==> config.mk <==
export PLATFORM = sky130hd
export DESIGN_NAME = kvt_scfifo_rd_ctrl
export DESIGN_NICKNAME = d
export VERILOG_FILES = /design/src/rtl/kvt_scfifo_rd_ctrl.sv
export SDC_FILE = /design/constraint.sdc
export NUM_CORES = 1
export LEC_CHECK = 0
export CAP_MARGIN = 20
export CELL_PAD_IN_SITES_DETAIL_PLACEMENT = 1
export CELL_PAD_IN_SITES_GLOBAL_PLACEMENT = 1
export CORE_MARGIN = 2
export CORE_UTILIZATION = 45
export CTS_BUF_LIST = sky130_fd_sc_hd__clkbuf_2 sky130_fd_sc_hd__clkbuf_4 sky130_fd_sc_hd__clkbuf_8
export CTS_CLUSTER_SIZE = 12
export DETAILED_ROUTE_END_ITERATION = 6
export PLACE_DENSITY_LB_ADDON = 0.08
export SLEW_MARGIN = 5
export SYNTH_ARGS = -nofsm -noshare
export SYNTH_HDL_FRONTEND = slang
export SYNTH_SLANG_ARGS = --single-unit
==> constraint.sdc <==
create_clock -name clk -period 3.7 [get_ports clk]
set_input_delay 0.555 -clock clk [delete_from_list [all_inputs] [get_ports clk]]
set_output_delay 0.555 -clock clk [all_outputs]
set_load 0.01 [all_outputs]
==> src/rtl/kvt_scfifo_rd_ctrl.sv <==
// kvt_scfifo_rd_ctrl
// Drain controller for the kvt_scfifo read port (non-showahead, registered q).
// Issues fifo_rdreq on a credit basis, captures fifo_q one cycle later into a
// 3-entry elastic buffer and presents the words as a valid/ready stream.
// fifo_rdreq never depends on m_ready.
//
// Optional feature: define KVT_SCFIFO_RD_CTRL_STATS_EN to add the word_cnt /
// stall_cnt statistics ports and counters.

module kvt_scfifo_rd_ctrl #(
  parameter int unsigned DATA_W = 8
) (
  input  logic              clk,
  input  logic              reset,
  input  logic              fifo_empty,
  output logic              fifo_rdreq,
  input  logic [DATA_W-1:0] fifo_q,
  output logic              m_valid,
  output logic [DATA_W-1:0] m_data,
  input  logic              m_ready
`ifdef KVT_SCFIFO_RD_CTRL_STATS_EN
  ,
  output logic [31:0]       word_cnt,
  output logic [31:0]       stall_cnt
`endif
);

  // Buffer occupancy doubles as the controller state.
  typedef enum logic [1:0] {
    OCC_EMPTY = 2'd0,
    OCC_ONE   = 2'd1,
    OCC_TWO   = 2'd2,
    OCC_FULL  = 2'd3
  } occ_t;

  occ_t              count;
  occ_t              count_nxt;
  logic [DATA_W-1:0] buf_mem [3];
  logic [1:0]        wr_ptr;
  logic [1:0]        rd_ptr;
  logic              inflight;
  logic              wr_en;
  logic              pop;
  logic [2:0]        credits_used;

  function automatic logic [1:0] next_ptr(input logic [1:0] p);
    return (p == 2'd2) ? 2'd0 : p + 2'd1;
  endfunction

  // Credit check: every buffered word and every in-flight read holds a slot.
  always_comb begin
    credits_used = {1'b0, count} + {2'b0, inflight};
    fifo_rdreq   = !reset && !fifo_empty && (credits_used < 3'd3);
  end

  // Write/pop strobes for the elastic buffer.
  always_comb begin
    wr_en = inflight;
    pop   = m_valid && m_ready;
  end

  // Output word is the head slot.
  always_comb begin
    m_data = '0;
    case (rd_ptr)
      2'd0:    m_data = buf_mem[0];
      2'd1:    m_data = buf_mem[1];
      2'd2:    m_data = buf_mem[2];
      default: m_data = '0;
    endcase
  end

  // Occupancy transitions; a write into FULL without a pop is excluded by the credit rule.
  always_comb begin
    count_nxt = count;
    case (count)
      OCC_EMPTY: if (wr_en)          count_nxt = OCC_ONE;
      OCC_ONE: begin
        if (wr_en && !pop)           count_nxt = OCC_TWO;
        else if (!wr_en && pop)      count_nxt = OCC_EMPTY;
      end
      OCC_TWO: begin
        if (wr_en && !pop)           count_nxt = OCC_FULL;
        else if (!wr_en && pop)      count_nxt = OCC_ONE;
      end
      OCC_FULL:  if (!wr_en && pop)  count_nxt = OCC_TWO;
      default:                       count_nxt = OCC_EMPTY;
    endcase
  end

  // Occupancy state with registered m_valid derived from the next state.
  always_ff @(posedge clk or posedge reset) begin
    if (reset) begin
      count   <= OCC_EMPTY;
      m_valid <= 1'b0;
    end else begin
      count   <= count_nxt;
      m_valid <= (count_nxt != OCC_EMPTY);
    end
  end

  // Read-request tracking and pointer advance.
  always_ff @(posedge clk or posedge reset) begin
    if (reset) begin
      inflight <= 1'b0;
      wr_ptr   <= '0;
      rd_ptr   <= '0;
    end else begin
      inflight <= fifo_rdreq;
      if (wr_en) wr_ptr <= next_ptr(wr_ptr);
      if (pop)   rd_ptr <= next_ptr(rd_ptr);
    end
  end

  // Capture the FIFO word returned for last cycle's request.
  always_ff @(posedge clk or posedge reset) begin
    if (reset) begin
      for (int unsigned i = 0; i < 3; i++) buf_mem[i] <= '0;
    end else if (wr_en) begin
      buf_mem[wr_ptr] <= fifo_q;
    end
  end

`ifdef KVT_SCFIFO_RD_CTRL_STATS_EN
  // Delivered-word and backpressure-cycle counters, wrapping modulo 2^32.
  always_ff @(posedge clk or posedge reset) begin
    if (reset) begin
      word_cnt  <= '0;
      stall_cnt <= '0;
    end else begin
      if (pop)                 word_cnt  <= word_cnt + 32'd1;
      if (m_valid && !m_ready) stall_cnt <= stall_cnt + 32'd1;
    end
  end
`endif

endmodule

==> impl_results.md <==
* Unrepaired setup endpoints after global routing: no
* Critical Path, Cell by Cell: ha_1 -> ha_1 -> a2111oi_0 -> clkdlybuf4s50_1
* Seq pwr share at 0.433
* Largest net degree at the start of global routing at 33
* Global-route wire length before repair at ~4900 um
* Htree depth at 2
* Post-synthesis sequential area ratio at 0.536
* Syn Nets at 131
* Crit path capture type: output pin
* Yosys Warn Count at 0
* Die Height at about 62 um
* CP max stage delay at 0.64 ns
* Worst rel slew slack at 0.515
* Kind of critical path: reg -> out
* Clk sinks at 32
* DR iter-0 viols at 38
* Routability cong. at roughly 0.68
* Comb pwr share at 0.397
* Share of cells above drive strength 1 at 0.246
* Setup WS post-layout at 0.683 ns
* Vias/cell at 5.28
* Worst slack at placement at a little under 1 ns
* CP Max Fanout at 8
* Clock Power Share at 0.171
* Number of global-route vias before repair at about 1000
* CP dominant cell by count: ha_1
* Slew @ Worst Pin at 0.728 ns
* FF-to-FF End: buf_mem[5]$_DFFE_PP0P_
* Setup Fix Bufs, Post-CTS at 0
* Peak supply drop at roughly 400 uV
* Design Power at roughly 0.0016 W
* Critical path launch point type: flip-flop
* Max Buffers Root-to-Sink at 2
* Min-Delay Endpoint: buf_mem[22]$_DFFE_PP0P_
* Total GRT Usage at 0.182
* Max-Cap Viols at 0
* Initial Utilization at 0.481
* Buf/Inv on CP at 1
* Hold Path Cell Cnt at 1
* R2R setup slack at 2.01 ns
* Setup Skew at about 0.019 ns
* Post-CTS Resized at 0
* GR Layer Usage met3 at 0.0378
* DR pass1 iterations at 2
* Power Internal at about 0.0011 W
* Net switching power at between 0.0005 and 0.0006 W
* Clock latency on the worst-skew pair at ~0.33 ns
* Sw frac at 0.322
* Root Buffer Master: clkbuf_4
* LEAKAGE at roughly 0.81 nW
* Hold violation count in the final report at 0
* Routed vias at around 1000
* Nets at 156
* ANT cells at 0
* Dpl cells at around 180
* Hpwl dp at about 2000 um
* Worst endpoint data arrival time at between 2 and 2.5 ns
* Post-Syn Area at 0.00149 mm2
* Hold Crit Class: reg -> reg
* Num ports at 22
* Power Dens Cells at approximately 860 mW/mm2
* Setup TNS at 0 ns
* Hold Crit Start: buf_mem[22]$_DFFE_PP0P_
* Synth Register Bits at 32
* Die Area at approximately 0.0038 mm2
* Die Wd at between 60 and 70 um
* Met1 Use GR at 0.242
* CTS tree: yes
* Rows at 20
* Port Buffer Count at 21
* Req. time, crit path at around 3.1 ns
* Crit path max-delay family: buffers and inverters
* R2R cell count at 3
* Min Tclk post-route at just over 3 ns
* Synth Area per Inst at between 10 and 15 um2
* CP max-delay cell: clkdlybuf4s50_1
* Pins Over Slew Limit at 0
* DRC viols at 0
* WL/cell at between 15 and 20 um
* Layout area overhead at 22.0%
* Post-synthesis cell count at ~120
* GR Util met2 at 0.292
* Gr ovfl total at 0
* Distinct cells, synth at 25
* Setup violators final at 0
* Hold_buf cts at 0
* TritonCTS Buffers at 5
* Most used routing layer: met2
* Final WL at 2970 um
* CORE AREA at between 0.003 and 0.004 mm2
* Final Cycle Share at 0.815
* Layout Cells excl Fill at ~190
* Worst-path clk slew at around 0.09 ns
* Worst r2r src: inflight$_DFF_PP0_
* Fmax at ~0.33 GHz
* Status: completed
* Routed Antenna Nets at 0
* Initial antenna violation count at 0
==> per-stage QoR <==
stage               hold slack, ns  instance area [um2]  utilization
CTS                          0.522                 1820        0.588
detailed placement           0.496                 1740        0.562
finish                       0.517                 1820        0.588
global route                 0.538                 1820        0.588
global placement             0.486                 1740        0.562
floorplan                    0.479                 1490            -
==> flip-flops by register name (all words and copies together) (netlist names) <==
signal,cells
buf_mem,24
rd_ptr,2
count,2
m_valid,1
inflight,1
wr_ptr,2
==> area by class of cell <==
class,instances,area (um2)
clock inverters,2,35.0
repair buffers,22,218
well taps,44,55.1
flip-flops and latches,32,801
fillers,334,1280
multi-input cells,76,654
inverters,4,15.0
clock buffers,6,45.0
==> per-layer routing <==
layer  routed length [um]  vias to the layer above  part of all wire
met5                    0                        -                 0
met4                   31                        0             0.010
met3                   94                        4             0.032
met2                 1540                       17              0.52
met1                 1300                      494              0.44
li1                     -                      468                 -
==> cells in the mapped netlist <==
library cell / number / share of area
inv_2: 1 / 0.0025
or3_1: 3 / 0.013
nor2b_1: 1 / 0.0042
a21o_1: 3 / 0.015
nand3_1: 2 / 0.0067
dfrtp_1: 32 / 0.54
o22ai_1: 4 / 0.017
nor3_1: 1 / 0.0033
a2111oi_0: 1 / 0.0059
o21ai_0: 7 / 0.023
a31oi_1: 1 / 0.0042
o211ai_1: 1 / 0.0050
mux2_4: 8 / 0.080
buf_6: 1 / 0.0075
clkbuf_1: 2 / 0.0050
buf_2: 1 / 0.0033
mux2i_1: 8 / 0.054
inv_1: 3 / 0.0075
mux2_2: 16 / 0.12
nor3_4: 1 / 0.011
ha_1: 3 / 0.025
nand2_1: 11 / 0.028
and4_1: 1 / 0.0059
a21oi_1: 3 / 0.010
and4b_1: 1 / 0.0067
==> kinds of logic after synthesis <==
| kind of cell | after synthesis | synth area share |
|---|---|---|
| flops | 32 | 0.536 |
| mux | 32 | 0.255 |
| simple gates | 21 | 0.0779 |
| fa+ha+maj | 3 | 0.0251 |
| buf+inv | 8 | 0.0260 |
| compound gates | 20 | 0.0804 |
==> worst reg2reg max path, cell delays in order, from the launching register on <==
cell     delay [ns]
dfrtp_1        0.48
inv_2          0.11
or3_1          0.60
mux2_4         0.39
==> placed cells by master, fill, tap and decap left out <==
cell / count
nand2_1: 11
dfrtp_1: 32
a2111oi_0: 1
a21oi_1: 3
inv_2: 1
or3_1: 3
nand3_1: 2
mux2i_1: 8
ha_1: 3
nor2b_1: 1
o211ai_1: 1
mux2_4: 8
nor3_1: 1
inv_1: 3
o22ai_1: 4
clkbuf_4: 6
o21ai_0: 7
buf_4: 1
a31oi_1: 1
bufinv_16: 1
clkinv_2: 1
and4_1: 1
nor3_4: 1
clkdlybuf4s50_1: 21
mux2_2: 16
a21o_1: 3
and4b_1: 1
==> power groups by stage <==
stage	Clock, W	Combinational [W]	Sequential, W
after floorplan	0	0.000440	0.000609
after global placement	0	0.000610	0.000667
after detailed placement	0	0.000627	0.000683
after CTS	0.000273	0.000633	0.000680
after global routing	0.000290	0.000689	0.000706
final	0.000267	0.000622	0.000678
==> worst max path at each step <==
stage	startpoint	to	slack, ns	depth (start not counted)
after floorplan	count[0]$_DFF_PP0_	fifo_rdreq	1.48	3
after global placement	inflight$_DFF_PP0_	fifo_rdreq	1.09	4
after detailed placement	count[0]$_DFF_PP0_	fifo_rdreq	0.97	4
after CTS	count[0]$_DFF_PP0_	fifo_rdreq	0.62	4
after global routing	inflight$_DFF_PP0_	fifo_rdreq	0.48	4
final	count[0]$_DFF_PP0_	fifo_rdreq	0.68	4
(Power assumes the default switching activity.)
==> RTL change: new RTL, same settings <==
`DATA_W`: 8 -> 10.
--- a/src/rtl/kvt_scfifo_rd_ctrl.sv
+++ b/src/rtl/kvt_scfifo_rd_ctrl.sv
@@ -8,7 +8,7 @@
 // stall_cnt statistics ports and counters.
 
 module kvt_scfifo_rd_ctrl #(
-  parameter int unsigned DATA_W = 8
+  parameter int unsigned DATA_W = 10
 ) (
   input  logic              clk,
   input  logic              reset,
Ports: changed (resized fifo_q and m_data); port bits go from 22 to 26. No check against the original RTL was run, so the function may have changed too.
==> RTL change against the unedited design <==
Worst setup slack better by 0.027 ns; sequential share of layout area is 0.44 points higher; clock skew is 0.017 ns lower; sequential cell count is 6 higher; area after synthesis is 18% higher; combinational power is 23% higher; clock power is 4% higher; worst hold slack worse by 0.0081 ns; total power is 16% higher; wire length is 21% higher; via count is 16% higher; sequential power is 15% higher; cell area is 18% higher; largest cell class unchanged; largest power group unchanged; highest routed layer unchanged.
==> RTL change: results (changes against the unedited design) <==
First-pass GRT wire length: 6090 um (was 4850 um)
Maximum vdd drop: 385 uV (was 404 uV)
Worst slack, placed: 1.06 ns (was 0.975 ns)
Final cell count without fillers: 213 (was 186)
Ant diodes: 0 (unchanged)
Post-placement cell area: 2060 um2 (was 1740 um2)
Max reg flops: 30 (was 24)
RD Place Congestion: 0.711 (was 0.683)
Largest net degree at the start of global routing: 23 (was 33)
Wire length per cell: 16.8 um (was 16.0 um)
Nets@finish: 183 (was 156)
Post-synth ARST share: 1.00 (unchanged)
Port bufs: 25 (was 21)
Drt initial violations: 40 (was 38)
Max incr delay on CP: 0.64 ns (about the same)
Largest Register: buf_mem (unchanged)
Via density: 5.37 (was 5.28)
Worst setup path start: count[0]$_DFF_PP0_ (unchanged)
Worst setup path endpoint: fifo_rdreq (unchanged)
Initial antenna violation count: 0 (unchanged)
FF-to-FF path depth: 3 (unchanged)
Least-Margin Pin Slew: 0.688 ns (was 0.728 ns)
Synth Instances: 137 (was 116)
Slowest CP cell: clkdlybuf4s50_1 (unchanged)
Top post-synthesis cells by count: dfrtp_1, mux2_2, nand2_1, o21ai_0 (was dfrtp_1, mux2_2, nand2_1, mux2_4, mux2i_1)
Status: completed (unchanged)
# Post-CTS Setup Buffers: 0 (unchanged)
Worst hold path type: flip-flop to flip-flop (unchanged)
Top area cells in the synthesized netlist: dfrtp_1, mux2_2, mux2_4, mux2i_1, o21ai_0 (was dfrtp_1, mux2_2, mux2_4, mux2i_1, nand2_1)
Area of the multi-input gates: 754 um2 (was 654 um2)
Post-CTS Resized: 0 (unchanged)
Clk pin slew, worst setup/hold paths: 0.07 ns (was 0.09 ns)
RR Startpoint: inflight$_DFF_PP0_ (unchanged)
Crit Path Max Fanout: 8 (unchanged)
Reg2reg setup slack: 1.94 ns (was 2.01 ns)
Leak: 0.956 nW (was 0.813 nW)
Num CTS Buffers: 5 (unchanged)
YS warnings: 0 (unchanged)
Critical Path AT: 2.44 ns (was 2.46 ns)
CTS H-tree lvls: 2 (unchanged)
Critical path's top delay family: buffers and inverters (unchanged)
Layout cells sized above 1: 0.267 (was 0.246)
Count of different cell masters after synthesis: 25 (unchanged)
Syn nets: 154 (was 131)
CTS max path bufs: 2 (unchanged)
Post-route clock skew: 0.00123 ns (was 0.0186 ns)
Vias in the first global route: 1,231 (was 1,027)
Tot GR Track Use: 0.191 (was 0.182)
Sequential-to-total area share from yosys stat: 0.541 (was 0.536)
Clock Latency Late Sink: 0.29 ns (was 0.33 ns)
Worst R2R End: buf_mem[2]$_DFFE_PP0P_ (was buf_mem[5]$_DFFE_PP0P_)
Fill cells: 392 (was 334)
DR pass1 iterations: 2 (unchanged)
Setup slack after layout: 0.710 ns (was 0.683 ns)
DP Wirelength: 2440 um (was 2040 um)
Root buf cell: clkbuf_8 (was clkbuf_4)
==> RTL change: worst register-to-register path, cell delays in order (launching register included) <==
cell     delay, ns
dfrtp_1       0.48
inv_2         0.10
or3_1         0.66
mux2_4        0.40
==> RTL change: worst min path at each step <==
stage	start	end	slack, ns	cells past startpoint
3_5_place_dp	buf_mem[27]$_DFFE_PP0P_	buf_mem[27]$_DFFE_PP0P_	0.50	1
6_report	buf_mem[21]$_DFFE_PP0P_	buf_mem[21]$_DFFE_PP0P_	0.51	1
3_3_place_gp	buf_mem[13]$_DFFE_PP0P_	buf_mem[13]$_DFFE_PP0P_	0.49	1
2_1_floorplan	buf_mem[19]$_DFFE_PP0P_	buf_mem[19]$_DFFE_PP0P_	0.48	1
4_1_cts	buf_mem[21]$_DFFE_PP0P_	buf_mem[21]$_DFFE_PP0P_	0.51	1
5_1_grt	buf_mem[18]$_DFFE_PP0P_	buf_mem[18]$_DFFE_PP0P_	0.53	1
==> RTL change: where the power goes <==
group	internal (mW)	total [mW]	switching (mW)
Clock	0.144	0.278	0.134
Sequential	0.618	0.777	0.159
Combinational	0.481	0.766	0.286
==> RTL change: kinds of logic after synthesis <==
group                      Yosys count  synth area share
AOI/OAI and AO/OA                   22            0.0719
adders and majority gates            3            0.0214
buffers and inverters               11            0.0299
DFF                                 38             0.541
muxes                               40             0.270
and+or+nand+nor                     23            0.0655
==> RTL change: cell type report <==
type | count | share of cell area
well taps | 48 | 0.0280
flip-flops and latches | 38 | 0.444
multi-input cells | 88 | 0.352
repair buffers | 29 | 0.131
inverters | 4 | 0.00701
clock buffers | 6 | 0.0385
==> RTL change: routing by layer <==
metal  vias up  global-route usage  part of all wire
li1        544                   -                 -
met1       577               0.260              0.49
met2        17               0.293              0.47
met3         5              0.0557             0.028
met4         0              0.0612             0.013
met5         -                   0                 0
